`config.mk`:
```
export PLATFORM = sky130hd
export DESIGN_NAME = rr_wormhole_allocator
export DESIGN_NICKNAME = d
export VERILOG_FILES = /design/src/rtl/rr_wormhole_allocator.sv
export SDC_FILE = /design/constraint.sdc
export NUM_CORES = 1
export LEC_CHECK = 0
export ABC_AREA = 1
export CAP_MARGIN = 15
export CORE_ASPECT_RATIO = 0.75
export CORE_MARGIN = 2
export CORE_UTILIZATION = 30
export DETAILED_ROUTE_END_ITERATION = 10
export HOLD_SLACK_MARGIN = 0.06
export PLACE_DENSITY_LB_ADDON = 0.15
export SYNTH_ARGS = -nofsm -noshare
export SYNTH_HDL_FRONTEND = slang
export SYNTH_SLANG_ARGS = --single-unit
```
`constraint.sdc`:
```
create_clock -name clk -period 6.7 [get_ports clk]
set_input_delay 1.005 -clock clk [delete_from_list [all_inputs] [get_ports clk]]
set_output_delay 1.005 -clock clk [all_outputs]
set_load 0.005 [all_outputs]
```
`src/rtl/rr_wormhole_allocator.sv`:
```
// rr_wormhole_allocator
// Output-port allocator for a five-port mesh router. Grants one requester
// (L, N, E, W, S) at a time in round-robin order, holds the grant for the
// whole packet (wormhole lock), gates flit transfer on downstream credits and
// frees the port through a stall watchdog when the owner stops sending.
//
// Ports:
//   clk        clock, all state updates on the rising edge
//   rst        synchronous active-high reset
//   req        [4:0]  head-of-buffer flit valid, bit i = requester i
//   flit_id    [14:0] 3 bits per requester: 001 header, 010 body, 100 tail
//   length     [59:0] 12 bits per requester, packet length (valid with header)
//   credit_in  downstream freed one slot this cycle
//   grant      [4:0]  registered one-hot owner
//   sel        [2:0]  registered owner index, 7 when idle
//   xfer       combinational, a flit moves this cycle
//   timeout    registered one-cycle pulse, packet aborted by the watchdog
//   credits    [2:0]  registered available-credit count
module rr_wormhole_allocator #(
    parameter int unsigned CREDITS   = 4,
    parameter int unsigned STALL_MAX = 16
) (
    input  logic        clk,
    input  logic        rst,
    input  logic [4:0]  req,
    input  logic [14:0] flit_id,
    input  logic [59:0] length,
    input  logic        credit_in,
    output logic [4:0]  grant,
    output logic [2:0]  sel,
    output logic        xfer,
    output logic        timeout,
    output logic [2:0]  credits
);

    localparam int unsigned NUM_PORTS = 5;
    localparam int unsigned FID_W     = 3;
    localparam int unsigned LEN_W     = 12;
    localparam int unsigned SEL_W     = 3;
    localparam int unsigned CRED_W    = 3;
    localparam int unsigned CSUM_W    = CRED_W + 1;
    localparam int unsigned STALL_W   = 8;
    localparam int unsigned CAND_W    = 4;

    localparam logic [0:0] IDLE = 1'b0;
    localparam logic [0:0] BUSY = 1'b1;

    localparam logic [FID_W-1:0]   FLIT_HEAD  = 3'b001;
    localparam logic [FID_W-1:0]   FLIT_TAIL  = 3'b100;
    localparam logic [SEL_W-1:0]   SEL_IDLE   = 3'd7;
    localparam logic [SEL_W-1:0]   LAST_RST   = 3'd4;
    localparam logic [CRED_W-1:0]  CRED_MAX   = CRED_W'(CREDITS);
    localparam logic [STALL_W-1:0] STALL_LAST = STALL_W'(STALL_MAX - 1);

    // State registers
    logic [0:0]         state_q,   state_d;
    logic [4:0]         grant_q,   grant_d;
    logic [SEL_W-1:0]   sel_q,     sel_d;
    logic [SEL_W-1:0]   last_q,    last_d;
    logic [LEN_W-1:0]   pkt_len_q, pkt_len_d;
    logic [LEN_W-1:0]   fcnt_q,    fcnt_d;
    logic [STALL_W-1:0] stall_q,   stall_d;
    logic               timeout_q, timeout_d;
    logic [CRED_W-1:0]  credits_q, credits_d;

    // Per-requester views of the packed input buses
    logic [FID_W-1:0]     fid_arr [NUM_PORTS];
    logic [LEN_W-1:0]     len_arr [NUM_PORTS];
    logic [NUM_PORTS-1:0] eligible;

    // Arbitration result
    logic             win_found;
    logic [SEL_W-1:0] win_idx;
    logic [CAND_W-1:0] cand;

    // Owner's current request and flit type
    logic             owner_req;
    logic [FID_W-1:0] owner_fid;

    logic              xfer_c;
    logic              last_flit;
    logic [CSUM_W-1:0] cred_sum;

    // Split the packed buses per requester
    always_comb begin
        for (int i = 0; i < NUM_PORTS; i++) begin
            fid_arr[i] = flit_id[FID_W*i +: FID_W];
            len_arr[i] = length[LEN_W*i +: LEN_W];
        end
    end

    // Only header flits may open a new packet
    always_comb begin
        eligible = '0;
        for (int i = 0; i < NUM_PORTS; i++) begin
            eligible[i] = req[i] && (fid_arr[i] == FLIT_HEAD);
        end
    end

    // Round-robin search starting just after the previous owner, wrapping at 5
    always_comb begin
        win_found = 1'b0;
        win_idx   = '0;
        cand      = '0;
        for (int k = 1; k <= NUM_PORTS; k++) begin
            cand = CAND_W'(last_q) + CAND_W'(k);
            if (cand >= CAND_W'(NUM_PORTS)) begin
                cand = cand - CAND_W'(NUM_PORTS);
            end
            if (!win_found && eligible[cand[SEL_W-1:0]]) begin
                win_found = 1'b1;
                win_idx   = cand[SEL_W-1:0];
            end
        end
    end

    // Owner's request/flit type; zero when sel holds the idle code
    always_comb begin
        owner_req = 1'b0;
        owner_fid = '0;
        for (int i = 0; i < NUM_PORTS; i++) begin
            if (sel_q == SEL_W'(i)) begin
                owner_req = req[i];
                owner_fid = fid_arr[i];
            end
        end
    end

    assign xfer_c    = (state_q == BUSY) && owner_req && (credits_q != '0);
    assign last_flit = (owner_fid == FLIT_TAIL) || ((fcnt_q + LEN_W'(1)) == pkt_len_q);

    // Credit counter: xfer and credit_in in the same cycle cancel out
    always_comb begin
        cred_sum  = {1'b0, credits_q} - CSUM_W'(xfer_c) + CSUM_W'(credit_in);
        credits_d = (cred_sum > CSUM_W'(CREDITS)) ? CRED_MAX : cred_sum[CRED_W-1:0];
    end

    // Next-state logic
    always_comb begin
        state_d   = state_q;
        grant_d   = grant_q;
        sel_d     = sel_q;
        last_d    = last_q;
        pkt_len_d = pkt_len_q;
        fcnt_d    = fcnt_q;
        stall_d   = stall_q;
        timeout_d = 1'b0;

        case (state_q)
            IDLE: begin
                if (win_found) begin
                    grant_d   = 5'b00001 << win_idx;
                    sel_d     = win_idx;
                    pkt_len_d = (len_arr[win_idx] == '0) ? LEN_W'(1) : len_arr[win_idx];
                    fcnt_d    = '0;
                    stall_d   = '0;
                    state_d   = BUSY;
                end
            end
            BUSY: begin
                if (xfer_c) begin
                    fcnt_d  = fcnt_q + LEN_W'(1);
                    stall_d = '0;
                    if (last_flit) begin
                        grant_d = '0;
                        sel_d   = SEL_IDLE;
                        last_d  = sel_q;
                        state_d = IDLE;
                    end
                end else if (stall_q == STALL_LAST) begin
                    // Owner stopped sending: free the port and flag the abort
                    grant_d   = '0;
                    sel_d     = SEL_IDLE;
                    last_d    = sel_q;
                    timeout_d = 1'b1;
                    state_d   = IDLE;
                end else begin
                    stall_d = stall_q + STALL_W'(1);
                end
            end
            default: begin
                state_d = IDLE;
                grant_d = '0;
                sel_d   = SEL_IDLE;
            end
        endcase
    end

    // State register with synchronous reset
    always_ff @(posedge clk) begin
        if (rst) begin
            state_q   <= IDLE;
            grant_q   <= '0;
            sel_q     <= SEL_IDLE;
            last_q    <= LAST_RST;
            pkt_len_q <= '0;
            fcnt_q    <= '0;
            stall_q   <= '0;
            timeout_q <= 1'b0;
            credits_q <= CRED_MAX;
        end else begin
            state_q   <= state_d;
            grant_q   <= grant_d;
            sel_q     <= sel_d;
            last_q    <= last_d;
            pkt_len_q <= pkt_len_d;
            fcnt_q    <= fcnt_d;
            stall_q   <= stall_d;
            timeout_q <= timeout_d;
            credits_q <= credits_d;
        end
    end

    assign grant   = grant_q;
    assign sel     = sel_q;
    assign xfer    = xfer_c;
    assign timeout = timeout_q;
    assign credits = credits_q;

endmodule
```
==> metrics.yaml <==
p_clk_share_pct: 14.7
synth_area_leaders: "sky130_fd_sc_hd__dfxtp_1, sky130_fd_sc_hd__nand2_1, sky130_fd_sc_hd__nand3_1"
place.port_buffers: 95
pin_count: 96
drt-initial-drc-count: 222
tritoncts: "yes"
max-clock-path-buffers: 2
diodes: 0
ir_drop_mv: 0.143
drt_first_pass_iters: 5
fp.dieW_um: 142
grt_first_pass_wirelength_mm: 21.4
core_region_area_mm2: 0.0138
ys_seq_area_share_pct: 22.4
total_leakage_power_nw: 2.39
syn_inst: 694
finClkSkew_ns: 0.00321
synth_fp_nets: 795
p_per_area_mw_per_mm2: 316
power.sequential.fraction_pct: 22.6
grt_start_max_net_pins: 32
synth_area_per_cell_um2: 6.18
timing.critical_path.required_ns: 6.92
worstSetupPathType: "reg -> reg"
dpl_worst_slack_ns: 2.11
most_used_dff_post_synth: "sky130_fd_sc_hd__dfxtp_1"
critical_path_arrival_ns: 4.75
timing_worst_slew_pin_value_ns: 0.784
power.switching_fraction_pct: 49.3
routed_via_density: 4.93
endpoint_kind: "register"
grt_remaining_overflow: 0
worst_setup_hold_path_clk_slew_ns: 0.06
status: "finished, final reports clean"
die_y_um: 108
yosysTopAreaCellShare_pct: 22.4
synth_edf_count: 0
cap_violations: 0
synth.largest_area_cell: "sky130_fd_sc_hd__dfxtp_1"
finalSetupTns_ns: 0
switchingPower_mw: 0.857
ctsResizeCount: 0
worst_slack_ns: 2.18
final_cycle_share_pct: 67.5
drv_slew: 0
hold_violations: 0
layout.nets: 878
cts-root-buf: "sky130_fd_sc_hd__clkbuf_16"
finalWirelength_mm: 13.0
finalWeightedCongestion: 0.813
mappedNetlistArea_mm2: 0.00429
synthDistinctLibCells: 53
cts.repair_timing.setup_buffer_count: 0
setup-violations-final: 0
final_worst_path_period_need_ns: 4.52
synth-seq-cells: 48
signed_area_change_from_the_synthesized_netlist_to_the_final_layout_pct: 28.3
remaining_drc_errors: 0
path_max_fanout: 28
final_antenna_net_count: 0
tritoncts_num_sinks: 48
gr-usage-all-layers_pct: 17.2
clock_insertion_delay_worst_skew_ns: 0.29
design.die.area_mm2: 0.0153
intPower_mw: 0.880
row_count: 37
routed_wire_length_per_instance_um: 13.7
yosys_warnings: 0
timing.hold.worst.class: "reg -> reg"
antenna_found_initial: 0
post_route_cells_drive_above_1_share_pct: 6.94
vias: 4703
timing.slew.headroom_pct: 47.3
first_global_vias: 4403
fmax_mhz: 221
hold_buffers: 0
ys_async_sr_fraction_pct: 0
comb_power_share_pct: 62.8
initial_core_util_pct: 31.0
cp-start-kind: "register"
dpl.hpwl_mm: 10.3
rsz0062_at_grt: "false"
clock_tree.htree_level_count: 2
cts_buffers: 5
[final cells by class]
cell class / count / area [um2]
tap: 175 / 219
clock inverter: 1 / 7.51
sequential: 48 / 961
multi-input combinational: 549 / 2920
inverter: 76 / 285
fill: 1500 / 8340
clock buffer: 7 / 143
timing repair buffer: 97 / 966
[worst paths after layout]
path              startpoint            to  slack, ns  cells past startpoint
hold reg to reg   fcnt_q[10]    fcnt_q[10]       0.48                      2
setup reg to reg   last_q[0]  pkt_len_q[0]       2.18                     22
setup / recovery   last_q[0]  pkt_len_q[0]       2.18                     22
hold / removal    fcnt_q[10]    fcnt_q[10]       0.48                      2
[metal layers]
layer,vias to the layer above,share of wire [%],track usage (%)
li1,2428,-,-
met1,2139,50,24.5
met2,130,43,27.6
met3,6,5.5,2.71
met4,0,0.85,3.14
met5,-,0,0
[through the flow]
stage                     total power, mW  util [%]  cells  hold slack (ns)  instance area (um2)
after floorplan                      1.20         -    694            0.441                 4290
after CTS                            1.75      39.8    953            0.475                 5500
after detailed placement             1.49      38.7    945            0.463                 5350
after global routing                 1.91      39.8    953            0.507                 5500
after global placement               1.47      38.7    945            0.450                 5350
final                                1.74      39.8    953            0.475                 5500
[logic make-up (layout without fill, tap and decap cells)]
| logic type | count (synthesis) | count (layout) | share of synthesized area (%) |
|---|---|---|---|
| xor gates and xnor gates | 21 | 21 | 4.29 |
| DFF | 48 | 48 | 22.4 |
| and+or+nand+nor | 418 | 418 | 44.5 |
| adders and majority gates | 18 | 18 | 5.60 |
| AOI/OAI and AO/OA | 92 | 92 | 13.7 |
| buffers and inverters | 97 | 181 | 9.51 |
[critical path: stages, from the launching register on]
cell and delay [ns]:
sky130_fd_sc_hd__dfxtp_1 0.82, sky130_fd_sc_hd__inv_2 0.26, sky130_fd_sc_hd__ha_1 0.48, sky130_fd_sc_hd__xnor2_1 0.37, sky130_fd_sc_hd__nand2_1 0.09, sky130_fd_sc_hd__o21a_2 0.16, sky130_fd_sc_hd__inv_1 0.05, sky130_fd_sc_hd__o21ai_1 0.05
sky130_fd_sc_hd__a21oi_1 0.13, sky130_fd_sc_hd__nor2_1 0.06, sky130_fd_sc_hd__nor2_2 0.18, sky130_fd_sc_hd__nand4_4 0.36, sky130_fd_sc_hd__nand2_4 0.42, sky130_fd_sc_hd__inv_2 0.10, sky130_fd_sc_hd__nand2_1 0.07, sky130_fd_sc_hd__nand2_1 0.04
sky130_fd_sc_hd__nand2_1 0.05, sky130_fd_sc_hd__nand2_1 0.05, sky130_fd_sc_hd__a21oi_1 0.26, sky130_fd_sc_hd__nand2_1 0.08, sky130_fd_sc_hd__nor2_1 0.12, sky130_fd_sc_hd__nand3_1 0.09, sky130_fd_sc_hd__a21oi_1 0.12
[synthesized netlist by cell type, types with 2 or more instances]
cell type                    n
sky130_fd_sc_hd__o211ai_1    6
sky130_fd_sc_hd__dfxtp_1    48
sky130_fd_sc_hd__nand4_1    13
sky130_fd_sc_hd__nand2_2     7
sky130_fd_sc_hd__nand2_1   219
sky130_fd_sc_hd__inv_2       9
sky130_fd_sc_hd__clkbuf_1    7
sky130_fd_sc_hd__o21a_1      6
sky130_fd_sc_hd__xnor2_1     9
sky130_fd_sc_hd__nand4_4     2
sky130_fd_sc_hd__a32oi_1     2
sky130_fd_sc_hd__o22ai_1     4
sky130_fd_sc_hd__xor2_1     12
sky130_fd_sc_hd__o21ai_0    12
sky130_fd_sc_hd__inv_1      66
sky130_fd_sc_hd__nand3_2     2
sky130_fd_sc_hd__buf_6       4
sky130_fd_sc_hd__nor2_1     65
sky130_fd_sc_hd__nor2_4      2
sky130_fd_sc_hd__nor4_1      2
sky130_fd_sc_hd__a211oi_1    2
sky130_fd_sc_hd__nor3b_1     2
sky130_fd_sc_hd__nand3_1    71
sky130_fd_sc_hd__o21ai_1     7
sky130_fd_sc_hd__ha_1       16
sky130_fd_sc_hd__nor3_1     10
sky130_fd_sc_hd__fa_1        2
sky130_fd_sc_hd__o211a_1     2
sky130_fd_sc_hd__buf_2       8
sky130_fd_sc_hd__or2_2       7
sky130_fd_sc_hd__nor2_2      3
sky130_fd_sc_hd__a32o_1      2
sky130_fd_sc_hd__nand3b_1    5
sky130_fd_sc_hd__nand2_4     5
sky130_fd_sc_hd__a21oi_1    37
[registers in the layout (all words and copies together) (netlist names)]
name,cells
pkt_len_q,12
grant,5
state_q,1
fcnt_q,12
credits,3
timeout,1
last_q,3
sel,3
stall_q,8
[cells in the final DEF (no fill, tap or decap), types with 3 or more instances in the layout]
| cell | instances |
|---|---|
| sky130_fd_sc_hd__nand2_1 | 219 |
| sky130_fd_sc_hd__clkdlybuf4s50_1 | 95 |
| sky130_fd_sc_hd__nand3_1 | 71 |
| sky130_fd_sc_hd__inv_1 | 66 |
| sky130_fd_sc_hd__nor2_1 | 65 |
| sky130_fd_sc_hd__dfxtp_1 | 48 |
| sky130_fd_sc_hd__a21oi_1 | 37 |
| sky130_fd_sc_hd__ha_1 | 16 |
| sky130_fd_sc_hd__nand4_1 | 13 |
| sky130_fd_sc_hd__o21ai_0 | 12 |
| sky130_fd_sc_hd__xor2_1 | 12 |
| sky130_fd_sc_hd__nor3_1 | 10 |
| sky130_fd_sc_hd__inv_2 | 9 |
| sky130_fd_sc_hd__xnor2_1 | 9 |
| sky130_fd_sc_hd__nand2_2 | 7 |
| sky130_fd_sc_hd__o21ai_1 | 7 |
| sky130_fd_sc_hd__or2_2 | 7 |
| sky130_fd_sc_hd__o211ai_1 | 6 |
| sky130_fd_sc_hd__o21a_1 | 6 |
| sky130_fd_sc_hd__nand3b_1 | 5 |
| sky130_fd_sc_hd__nand2_4 | 5 |
| sky130_fd_sc_hd__clkbuf_16 | 5 |
| sky130_fd_sc_hd__o22ai_1 | 4 |
| sky130_fd_sc_hd__nor2_2 | 3 |
[power by group through the flow]
stage | clock, mW | sequential [mW] | combinational (mW)
6_report | 0.255 | 0.392 | 1.09
5_1_grt | 0.277 | 0.399 | 1.24
4_1_cts | 0.264 | 0.394 | 1.10
3_5_place_dp | 0 | 0.399 | 1.09
3_3_place_gp | 0 | 0.397 | 1.08
2_1_floorplan | 0 | 0.381 | 0.823
(Power assumes the default switching activity.)
